**config.mk**
```make
export PLATFORM = sky130hd
export DESIGN_NAME = duty_cycle_meter
export DESIGN_NICKNAME = d
export VERILOG_FILES = /design/src/rtl/duty_cycle_meter.sv
export SDC_FILE = /design/constraint.sdc
export NUM_CORES = 1
export LEC_CHECK = 0
export CAP_MARGIN = 20
export CORE_MARGIN = 10
export CORE_UTILIZATION = 40
export CTS_CLUSTER_DIAMETER = 40
export DETAILED_ROUTE_END_ITERATION = 12
export GPL_TIMING_DRIVEN = 1
export SLEW_MARGIN = 25
export SYNTH_ARGS = -nofsm -noshare
export SYNTH_HDL_FRONTEND = slang
export SYNTH_SLANG_ARGS = --single-unit
```
**constraint.sdc**
```tcl
create_clock -name clk -period 11.1 [get_ports clk]
set_input_delay 2.22 -clock clk [delete_from_list [all_inputs] [get_ports clk]]
set_output_delay 2.22 -clock clk [all_outputs]
set_load 0.05 [all_outputs]
```
**src/rtl/duty_cycle_meter.sv**
```systemverilog
// Measures high time, low time and period of an asynchronous waveform in clk cycles,
// and derives integer duty percent with a bit-serial restoring divider.
module duty_cycle_meter #(
  parameter int CW          = 16,
  parameter int SYNC_STAGES = 2
) (
  input  logic          clk,
  input  logic          rst,
  input  logic          en,
  input  logic          sig_in,
  output logic [CW-1:0] ton_cnt,
  output logic [CW-1:0] toff_cnt,
  output logic [CW-1:0] period_cnt,
  output logic [6:0]    duty_pct,
  output logic          valid,
  output logic          busy,
  output logic          ovf
);

  localparam int NW = CW + 7;
  localparam int RW = CW + 1;
  localparam int IW = $clog2(NW + 1);
  localparam logic [CW-1:0] CMAX = '1;

  typedef enum logic [1:0] {IDLE, HIGH, LOW} state_t;

  logic [SYNC_STAGES-1:0] sync_q, sync_d;
  logic                   s_dly_q, s_dly_d;
  state_t                 state_q, state_d;
  logic [CW-1:0]          hcnt_q, hcnt_d;
  logic [CW-1:0]          lcnt_q, lcnt_d;
  logic [CW-1:0]          snap_h_q, snap_h_d;
  logic [CW-1:0]          snap_l_q, snap_l_d;
  logic                   busy_q, busy_d;
  logic [IW-1:0]          iter_q, iter_d;
  logic [NW-1:0]          num_q, num_d;
  logic [RW-1:0]          rem_q, rem_d;
  logic [CW-1:0]          den_q, den_d;
  logic [CW-1:0]          ton_q, ton_d;
  logic [CW-1:0]          toff_q, toff_d;
  logic [CW-1:0]          period_q, period_d;
  logic [6:0]             duty_q, duty_d;
  logic                   valid_q, valid_d;
  logic                   ovf_q, ovf_d;

  logic          s, rise, fall;
  logic [CW:0]   sum_ext;
  logic          snap_take;
  logic [RW:0]   rem_sh;
  logic          q_bit;
  logic [NW-1:0] num_step;

  assign s       = sync_q[SYNC_STAGES-1];
  assign rise    = s & ~s_dly_q;
  assign fall    = ~s & s_dly_q;
  assign sum_ext = {1'b0, hcnt_q} + {1'b0, lcnt_q};

  // One restoring step: quotient bits shift into num_q from the bottom as the
  // numerator drains out of the top, so num_q ends up holding the quotient.
  assign rem_sh   = {rem_q, num_q[NW-1]};
  assign q_bit    = (rem_sh >= {2'b00, den_q});
  assign num_step = {num_q[NW-2:0], q_bit};

  always_comb begin
    sync_d    = {sync_q[SYNC_STAGES-2:0], sig_in};
    s_dly_d   = s;
    state_d   = state_q;
    hcnt_d    = hcnt_q;
    lcnt_d    = lcnt_q;
    snap_h_d  = snap_h_q;
    snap_l_d  = snap_l_q;
    busy_d    = busy_q;
    iter_d    = iter_q;
    num_d     = num_q;
    rem_d     = rem_q;
    den_d     = den_q;
    ton_d     = ton_q;
    toff_d    = toff_q;
    period_d  = period_q;
    duty_d    = duty_q;
    valid_d   = 1'b0;
    ovf_d     = 1'b0;
    snap_take = 1'b0;

    if (!en) begin
      state_d = IDLE;
      hcnt_d  = '0;
      lcnt_d  = '0;
    end else begin
      unique case (state_q)
        IDLE: begin
          if (rise) begin
            state_d = HIGH;
            hcnt_d  = CW'(1);
            lcnt_d  = '0;
          end
        end
        HIGH: begin
          if (fall) begin
            state_d = LOW;
            lcnt_d  = CW'(1);
          end else if (hcnt_q == CMAX) begin
            ovf_d   = 1'b1;
            state_d = IDLE;
            hcnt_d  = '0;
            lcnt_d  = '0;
          end else begin
            hcnt_d = hcnt_q + CW'(1);
          end
        end
        LOW: begin
          if (rise) begin
            if (sum_ext[CW]) begin
              ovf_d   = 1'b1;
              state_d = IDLE;
              hcnt_d  = '0;
              lcnt_d  = '0;
            end else begin
              // A period completing while the divider is still busy is dropped;
              // measurement of the following period carries on regardless.
              if (busy_q) ovf_d = 1'b1;
              else        snap_take = 1'b1;
              state_d = HIGH;
              hcnt_d  = CW'(1);
              lcnt_d  = '0;
            end
          end else if (lcnt_q == CMAX) begin
            ovf_d   = 1'b1;
            state_d = IDLE;
            hcnt_d  = '0;
            lcnt_d  = '0;
          end else begin
            lcnt_d = lcnt_q + CW'(1);
          end
        end
        default: state_d = IDLE;
      endcase
    end

    if (!en) begin
      busy_d = 1'b0;
    end else if (busy_q) begin
      num_d  = num_step;
      rem_d  = q_bit ? RW'(rem_sh - {2'b00, den_q}) : rem_sh[RW-1:0];
      iter_d = iter_q + IW'(1);
      if (iter_q == IW'(NW - 1)) begin
        busy_d   = 1'b0;
        valid_d  = 1'b1;
        ton_d    = snap_h_q;
        toff_d   = snap_l_q;
        period_d = den_q;
        duty_d   = num_step[6:0];
      end
    end

    if (snap_take) begin
      snap_h_d = hcnt_q;
      snap_l_d = lcnt_q;
      num_d    = {7'd0, hcnt_q} * NW'(100);
      den_d    = sum_ext[CW-1:0];
      rem_d    = '0;
      iter_d   = '0;
      busy_d   = 1'b1;
    end
  end

  always_ff @(posedge clk or posedge rst) begin
    if (rst) begin
      sync_q   <= '0;
      s_dly_q  <= 1'b0;
      state_q  <= IDLE;
      hcnt_q   <= '0;
      lcnt_q   <= '0;
      snap_h_q <= '0;
      snap_l_q <= '0;
      busy_q   <= 1'b0;
      iter_q   <= '0;
      num_q    <= '0;
      rem_q    <= '0;
      den_q    <= '0;
      ton_q    <= '0;
      toff_q   <= '0;
      period_q <= '0;
      duty_q   <= '0;
      valid_q  <= 1'b0;
      ovf_q    <= 1'b0;
    end else begin
      sync_q   <= sync_d;
      s_dly_q  <= s_dly_d;
      state_q  <= state_d;
      hcnt_q   <= hcnt_d;
      lcnt_q   <= lcnt_d;
      snap_h_q <= snap_h_d;
      snap_l_q <= snap_l_d;
      busy_q   <= busy_d;
      iter_q   <= iter_d;
      num_q    <= num_d;
      rem_q    <= rem_d;
      den_q    <= den_d;
      ton_q    <= ton_d;
      toff_q   <= toff_d;
      period_q <= period_d;
      duty_q   <= duty_d;
      valid_q  <= valid_d;
      ovf_q    <= ovf_d;
    end
  end

  assign ton_cnt    = ton_q;
  assign toff_cnt   = toff_q;
  assign period_cnt = period_q;
  assign duty_pct   = duty_q;
  assign valid      = valid_q;
  assign busy       = busy_q;
  assign ovf        = ovf_q;

endmodule

```
Word-level counts from Yosys, hierarchy flattened

Cells that the tools add are included.

Flip-flop bits (word level): 188
Input bits: 4
Output and inout port bits: 58
Word-level logic and storage cells: 100

Add/sub/neg operators: 5
$mul: 1
Order comparisons: 1
Equal/unequal tests: 10
Multiplexer cells: 53
Bitwise operators: 4
Reductions and logical operators: 8

Operator list:

| kind                  | number |
|---|---|
| $mux 16               | 12 |
| $pmux 16 s3           | 2 |
| $mux 23               | 3 |
| $mux 17               | 4 |
| $add 16x1->16 const B | 2 |
| $eq 16x16->1 const B  | 2 |
| $mul 16x5->21 const B | 1 |
| $mux 1                | 21 |
| $ge 18x16->1          | 1 |
| $add 16x16->17        | 1 |
| $sub 17x16->17        | 1 |
| $mux 5                | 3 |
| $mux 2                | 6 |
| $reduce_and 3->1      | 3 |
| $ne 4x4->1 const B    | 2 |
| $ne 3x3->1 const B    | 2 |
| $pmux 2 s3            | 1 |
| $add 5x1->5 const B   | 1 |
| $eq 5x5->1 const B    | 1 |
| $ne 4x1->1 const B    | 1 |
| $reduce_and 4->1      | 1 |
| $reduce_bool 2->1     | 2 |
| $and 1x1->1           | 2 |
| $eq 2x1->1 const B    | 1 |
| other kinds (5)       | 6 |

Longest topological paths before layout

Gate-level depths: netlist of the first run.

Depth in word-level cells: 7
Depth in mapped cells: 13
Mapped depth without buffers: 13

Worst setup path after synthesis of the first run

OpenSTA, ideal clock, no wires.

Path kind: in2reg
Start point: in en
End point: reg period_q[10], in the netlist period_cnt[10]
Library setup time: 0.125 ns
Arrival time: 3.625 ns
Required time: 10.975 ns
Slack: 7.350 ns
Stages: 5
Path buffers: 2
Cell sequence: nand2_1 -> nor2_1 -> buf_1 -> clkbuf_1 -> mux2_2

Cells in the longest elaborated chain, start to end: 1

RTL lines:

| item                       | RTL line | RTL |
|---|---|---|
| start, declared            | 9        | `input logic en,` |
| $reduce_and 3->1 (no line) | n/a      |  |
| end signal, assigned       | 202      | `period_q <= period_d;` |
| end, declared              | 41       | `logic [CW-1:0] period_q, period_d;` |

Every way passes these cells.
A chain may end at the register's enable or synchronous reset.

Worst setup path after layout of the first run

Start point: in en
End point: reg lcnt_q[13]

Cells in the longest elaborated chain, start to end: 2
Elaborated cells between the ends (all ways): 5
Classes of those cells: eq/ne: 3; mux: 1; reduce/logical: 1

RTL lines:

| item                                               | RTL line | RTL |
|---|---|---|
| $ne 4x1->1 (no line), or another cell as far along | n/a      |  |
| $reduce_and 3->1 (no line)                         | n/a      |  |
| end signal, assigned                               | 192      | `lcnt_q <= lcnt_d;` |
| end, declared                                      | 31       | `logic [CW-1:0] lcnt_q, lcnt_d;` |

Parallel ways exist; a longest one is shown, timed or not.

==> metrics.md, run 1 <==
| Metric | Value |
|---|---|
| Worst R2R Path Depth | 10 |
| DRT antenna net count | 0 |
| Syn avg cell area | 9.79 sq um |
| Worst slew margin | 0.417 |
| CTS sink cnt | 188 |
| Die Y | between 150 and 200 um |
| Post-synth net total | 1213 |
| Synth Register Bits | 188 |
| Gr usage total | 0.156 |
| Worst Setup SP | en |
| Fmax | 0.220 GHz |
| Worst R2R Start | lcnt_q[0] |
| RSZ-0062 raised after global routing | false |
| Power per Cell Area | 126 nW/um^2 |
| Hold slack | 0.372 ns |
| Final Hold Viols | 0 |
| Minimum clock period | 4.55 ns |
| Worst endpoint required time | around 11 ns |
| IO Count | 62 |
| Slew at the pin closest to its max-slew limit | 0.875 ns |
| 1st-iter DRT viols | 455 |
| Buffers on Ports | between 60 and 70 |
| Final Max Slew Viols | 0 |
| Reg2Reg Capture Point | den_q[3] |
| Crit path buf inv count | 1 |
| Drt pass-1 iters | 5 |
| Post-Route Utilization | 0.462 |
| Nets@finish | roughly 1300 |
| Post-synthesis cell area | 10800 sq um |
| Crit-path max FO | 15 |
| Synthesized instance count | ~1100 |
| Grt ovf | 0 |
| WL per Instance | 16.8 um |
| Maxcap violations | 0 |
| Startpoint Class | primary input |
| Leakage | 0.00611 uW |
| Htree depth | 4 |
| Clock latency on the worst-skew pair | 0.45 ns |
| Finish-stage setup viols | 0 |
| Synth Flop Type | dfrtp_1 |
| Post-CTS setup buffer count | 0 |
| Count leader, synth | dfrtp_1 |
| Slowest stage cell, crit path | clkdlybuf4s50_1 |
| Via count | 8148 |
| Clock skew | approximately 0.023 ns |
| Core area | 26800 sq um |
| CP Capture Point | lcnt_q[13] |
| Sequential share of the synthesized area | 0.435 |
| DIE AREA | 34000 sq um |
| Delay-heaviest family, CP | simple AND/OR/NAND/NOR gates |
| Post-DP Area | 11800 sq um |
| Largest net degree at the start of global routing | 114 |
| CP Class | in -> reg |
| Vias per cell | about 5.4 |
| Cell taking the most area after synthesis | dfrtp_1 |
| Worst reg-to-reg setup slack | 7.12 ns |
| Root buf cell | clkbuf_16 |
| Initial antenna violation count | 0 |
| Ranking of synthesized cells by area | dfrtp_1, ha_1, mux2_2 |
| Cell chain of the critical path | clkdlybuf4s50_1, nand3_1, nor2_1, nand2_1, or2_2, o41ai_1 |
| Final period utilization | 0.410 |
| Initial core utilization | 0.403 |
| Share of cells above drive strength 1 | 0.0911 |
| Final instance area | roughly 12000 sq um |
| Share of the synthesized area in the top cell type | 0.435 |
| # diodes | 0 |
| Fillers | between 2000 and 3000 |
| CTS buffer count | 17 |
| Final WL | approximately 25000 um |
| Area growth syn-to-layout | 14.5% |
| First-pass GRT wire length | 43000 um |
| Hold WC Path Type | reg -> reg |
| Critical Path Max Stage Delay | 0.79 ns |
| Overall die width | 184 um |
| Yosys warnings | 0 |
| Post-route setup TNS | 0 ns |
| Type of element capturing the critical path | register |
| Hold-fix buffers at CTS | 0 |
| DRC | 0 |
| Critical path arrival | just under 5 ns |
| Synth top cells by count | dfrtp_1, nand2_1, ha_1 |
| Clock transition at path regs | 0.08 ns |
| TritonCTS clock tree | done |
| Library cells used by synthesis | 60 |
| Post-synth ARST share | 1.00 |
| Core Rows | 60 |
| Detail Placement HPWL | 18300 um |
| Number of synthesized flops with an enable pin | 0 |
| Vias in the first global route | 8187 |
| CTS resizes | 0 |
| VDD IR max | 0.0736 mV |
| Stages on the worst setup path | 6 |
| GP Congestion | between 0.8 and 0.9 |
| Max clock buf depth | 2 |
| Status | complete, no violations |
registers in the layout (all words and copies together) (netlist names), 5 cells and up:
name	count
iter_q	5
snap_l_q	16
toff_cnt	16
ton_cnt	16
num_q	23
den_q	16
snap_h_q	16
duty_pct	7
hcnt_q	16
period_cnt	16
lcnt_q	16
rem_q	17
worst min-delay path by stage:
stage / startpoint / endpoint / slack (ns) / depth (start not counted)
4_1_cts: sync_q[0] / sync_q[1] / 0.37 / 0
5_1_grt: sync_q[0] / sync_q[1] / 0.38 / 0
6_report: sync_q[0] / sync_q[1] / 0.37 / 0
2_1_floorplan: sync_q[0] / sync_q[1] / 0.33 / 0
3_5_place_dp: sync_q[0] / sync_q[1] / 0.35 / 0
3_3_place_gp: sync_q[0] / sync_q[1] / 0.34 / 0
kinds of logic (layout without fill, tap and decap cells):
group,count (synthesis),after routing,share of synthesized area
and+or+nand+nor,319,319,0.134
AOI/OAI and AO/OA,260,260,0.153
DFF,188,188,0.435
buffers and inverters,121,181,0.0433
adders and majority gates,105,105,0.131
muxes,58,58,0.0602
xor gates and xnor gates,53,53,0.0430
metrics by stage:
step                instances  worst slack (ns)  total power, uW
floorplan                1104              3.77              892
detailed placement       1473              6.11              946
global placement         1473              6.21              943
global route             1505              6.37             1640
CTS                      1505              6.60             1580
finish                   1505              6.55             1560
placed cells by master, fill, tap and decap left out, types with 17 or more instances in the layout:
| cell type | synthesis | layout |
|---|---|---|
| a21oi_1 | 37 | 36 |
| nand3_1 | 23 | 23 |
| o21ai_0 | 91 | 91 |
| ha_1 | 92 | 92 |
| xor2_1 | 25 | 25 |
| nand4_1 | 19 | 19 |
| clkbuf_16 | 0 | 17 |
| a22oi_1 | 26 | 26 |
| inv_1 | 83 | 82 |
| nand2_1 | 147 | 147 |
| nor2_1 | 61 | 60 |
| mux2_2 | 56 | 56 |
| xnor2_1 | 28 | 28 |
| dfrtp_1 | 188 | 188 |
| clkdlybuf4s50_1 | 0 | 61 |
power breakdown:
part / total (uW) / switching, uW / internal, uW / leakage [uW]
logic: 188 / 121 / 67.7 / 0.00323
registers: 743 / 29.8 / 714 / 0.00258
clock network: 627 / 318 / 309 / 0.000295
total: 1560 / 468 / 1090 / 0.00611
layer usage:
layer / part of all wire / track usage / vias up
met2: 0.47 / 0.255 / 150
met5: 0 / 0 / -
li1: - / - / 3999
met1: 0.47 / 0.205 / 3974
met3: 0.038 / 0.0256 / 25
met4: 0.019 / 0.0505 / 0
area by class of cell:
type | instances | area, sq um | area share
timing repair buffer | 66 | 652 | 0.0527
tap | 341 | 427 | 0.0345
multi-input combinational | 795 | 5660 | 0.457
sequential | 188 | 4700 | 0.380
clock inverter | 15 | 188 | 0.0152
inverter | 83 | 319 | 0.0258
clock buffer | 17 | 425 | 0.0344
(Power assumes the default switching activity.)
==> run 2: changes to the inputs <==
==> constraint.sdc (replaced) <==
create_clock -name clk -period 4.5 [get_ports clk]
set_input_delay 0.9 -clock clk [delete_from_list [all_inputs] [get_ports clk]]
set_output_delay 0.9 -clock clk [all_outputs]
set_load 0.05 [all_outputs]
==> run 2 against run 1 <==
Final cell count rose by 0.66%. Clock-buffer cell count rose by 1. Core utilization rose by 0.31 points. Critical path depth rose by 7. Global-route usage fell by 0.22 points.
==> metrics.md, run 2 (synthesis gave the netlist of run 1 again) <==
| Metric | Value |
|---|---|
| Largest net degree at the start of global routing | 58 (was 114) |
| Overall die width | 184 um (unchanged) |
| Multi-input combinational cell area | 5650 sq um (was 5660 sq um) |
| Final WL | 25200 um (was 25300 um) |
| First-pass GRT wire length | 42200 um (was 43000 um) |
| Most common cell after layout, fill and taps aside | dfrtp_1 (unchanged) |
| 1st-iter DRT viols | 488 (was 455) |
| Worst endpoint required time | 4.80 ns (was 11.42 ns) |
| Core Rows | 60 (unchanged) |
| IO Count | 62 (unchanged) |
| TritonCTS clock tree | done (unchanged) |
| Worst R2R Start | hcnt_q[3] (was lcnt_q[0]) |
| # diodes | 0 (unchanged) |
| HP Start | sync_q[0] (unchanged) |
| Power per Cell Area | 305 nW/um^2 (was 126 nW/um^2) |
| Post-DP Area | 11900 sq um (was 11800 sq um) |
| Clock transition at path regs | 0.07 ns (was 0.08 ns) |
| Grt ovf | 0 (unchanged) |
| Clock latency on the worst-skew pair | 0.44 ns (was 0.45 ns) |
| Final Max Slew Viols | 0 (unchanged) |
| DIE AREA | 34000 sq um (unchanged) |
| Cell chain of the critical path | ha_1, ha_1, inv_1, fa_1, inv_1, ha_1, o211ai_1, o21a_1, a221oi_1, o21ai_0, o21ai_0, xnor2_1, o21ai_0 (was clkdlybuf4s50_1, nand3_1, nor2_1, nand2_1, or2_2, o41ai_1) |
| Buffers on Ports | 61 (unchanged) |
| Crit path buf inv count | 2 (was 1) |
| VDD IR max | 0.250 mV (was 0.0736 mV) |
| Clock skew | 0.0120 ns (was 0.0230 ns) |
| Fillers | 2512 (was 2555) |
| Root buf cell | clkbuf_16 (unchanged) |
| Critical Path Max Stage Delay | 0.50 ns (was 0.79 ns) |
| GP Congestion | 0.878 (was 0.827) |
| Biggest regs | num_q (23), rem_q (17) (unchanged) |
| Worst slew margin | 0.466 (was 0.417) |
| Vias in the first global route | 8078 (was 8187) |
| Post-route setup TNS | 0 ns (unchanged) |
| Status | complete, no violations (unchanged) |
| Vias per cell | 5.43 (was 5.41) |
| Type of element capturing the critical path | register (unchanged) |
| Htree depth | 4 (unchanged) |
| Share of cells above drive strength 1 | 0.0963 (was 0.0911) |
| Final instance area | 12500 sq um (was 12400 sq um) |
| Die Y | 184 um (unchanged) |
| Hold slack | 0.373 ns (was 0.372 ns) |
| Fmax | 0.273 GHz |
| CTS resizes | 0 (unchanged) |
| Hold WC Path Type | reg -> reg (unchanged) |
| CTS sink cnt | 188 (unchanged) |
| Final Hold Viols | 0 (unchanged) |
| Largest register FFs | 23 (unchanged) |
| WL per Instance | 16.7 um (was 16.8 um) |
| Nets@finish | 1270 (was 1260) |
| Leakage | 0.00614 uW (was 0.00611 uW) |
| CP Class | reg -> reg (was in -> reg) |
| Reg area | 4700 sq um (unchanged) |
| DRC | 0 (unchanged) |
| Drt pass-1 iters | 7 (was 5) |
| Minimum clock period | about 3.7 ns |
| Reg2Reg Capture Point | num_q[22] (was den_q[3]) |
| RSZ-0062 raised after global routing | false (unchanged) |
| Slowest stage cell, crit path | fa_1 (was clkdlybuf4s50_1) |
| Crit-path max FO | 6 (was 15) |
| Core area | 26800 sq um (unchanged) |
| Startpoint Class | register (was primary input) |
| CTS buffer count | 17 (unchanged) |
| Hold-fix buffers at CTS | 0 (unchanged) |
| Max clock buf depth | 2 (unchanged) |
| Gr usage total | 0.153 (was 0.156) |
| Detail Placement HPWL | 18700 um (was 18300 um) |
| Area growth syn-to-layout | 15.2% (was 14.5%) |
| Post-CTS setup buffer count | 0 (unchanged) |
| Worst R2R Path Depth | 13 (was 10) |
| Delay-heaviest family, CP | adder cells (was simple AND/OR/NAND/NOR gates) |
| Largest Register | num_q (unchanged) |
| WHS Path Cells | 0 (unchanged) |
| Critical path arrival | 3.97 ns (was 4.87 ns) |
| Finish-stage setup viols | 0 (unchanged) |
| DRT antenna net count | 0 (unchanged) |
| Final period utilization | 0.814 |
| Hold endpoint | sync_q[1] (unchanged) |
| Most frequent cells in the layout | dfrtp_1, nand2_1, ha_1 (unchanged) |
| Initial antenna violation count | 0 (unchanged) |
| Slew at the pin closest to its max-slew limit | 0.801 ns (was 0.875 ns) |
| Maxcap violations | 0 (unchanged) |
| Worst reg-to-reg setup slack | 0.84 ns (was 7.12 ns) |
| Initial core utilization | 0.403 (unchanged) |
| Via count | 8231 (was 8148) |
-- run 2: changes by cell type in the layout (fill, tap and decap cells not counted), sizes merged --
cell      change
clkinv        +2
clkbuf        +1
inv           -5
clkinvlp      +2
buf          +10
-- run 2: cell type report --
cell class,instances,area share
well taps,341,0.0343
flip-flops and latches,188,0.378
clock inverters,14,0.0108
inverters,83,0.0253
clock buffers,18,0.0345
multi-input cells,795,0.454
repair buffers,76,0.0637
-- run 2: worst max-delay path by stage --
stage | from | endpoint | cells past startpoint
after floorplan | rst | busy | 1
after global placement | hcnt_q[4] | num_q[22] | 13
after detailed placement | hcnt_q[3] | num_q[22] | 13
after CTS | hcnt_q[4] | num_q[22] | 13
after global routing | hcnt_q[3] | num_q[22] | 13
final | hcnt_q[3] | num_q[22] | 13
-- run 2: per-layer routing --
| layer | track usage | vias to the layer above | part of all wire |
|---|---|---|---|
| met5 | 0 | - | 0 |
| li1 | - | 4020 | - |
| met3 | 0.0252 | 31 | 0.031 |
| met4 | 0.0485 | 0 | 0.017 |
| met2 | 0.247 | 134 | 0.46 |
| met1 | 0.206 | 4046 | 0.49 |
-- run 2: metrics by stage --
| stage | power (uW) | setup slack (ns) | utilization | cells |
|---|---|---|---|---|
| 4_1_cts | 3830 | 0.844 | 0.464 | 1514 |
| 3_3_place_gp | 2350 | 0.958 | 0.443 | 1482 |
| 2_1_floorplan | 2200 | 1.18 | - | 1104 |
| 5_1_grt | 3990 | 0.626 | 0.465 | 1515 |
| 6_report | 3800 | 0.837 | 0.465 | 1515 |
| 3_5_place_dp | 2360 | 0.860 | 0.443 | 1482 |
-- run 2: power by group --
group / leakage, uW / switching (uW) / internal, uW
clock network: 0.000271 / 732 / 732
registers: 0.00258 / 74.8 / 1760
logic: 0.00329 / 319 / 183
total: 0.00614 / 1130 / 2680
-- run 2: worst register-to-register path, stage by stage (launching register included) --
cell and delay, ns:
dfrtp_1 0.48, ha_1 0.32, ha_1 0.30, inv_1 0.05, fa_1 0.50, inv_1 0.04
ha_1 0.33, o211ai_1 0.11, o21a_1 0.21, a221oi_1 0.49, o21ai_0 0.23, o21ai_0 0.24
xnor2_1 0.14, o21ai_0 0.08
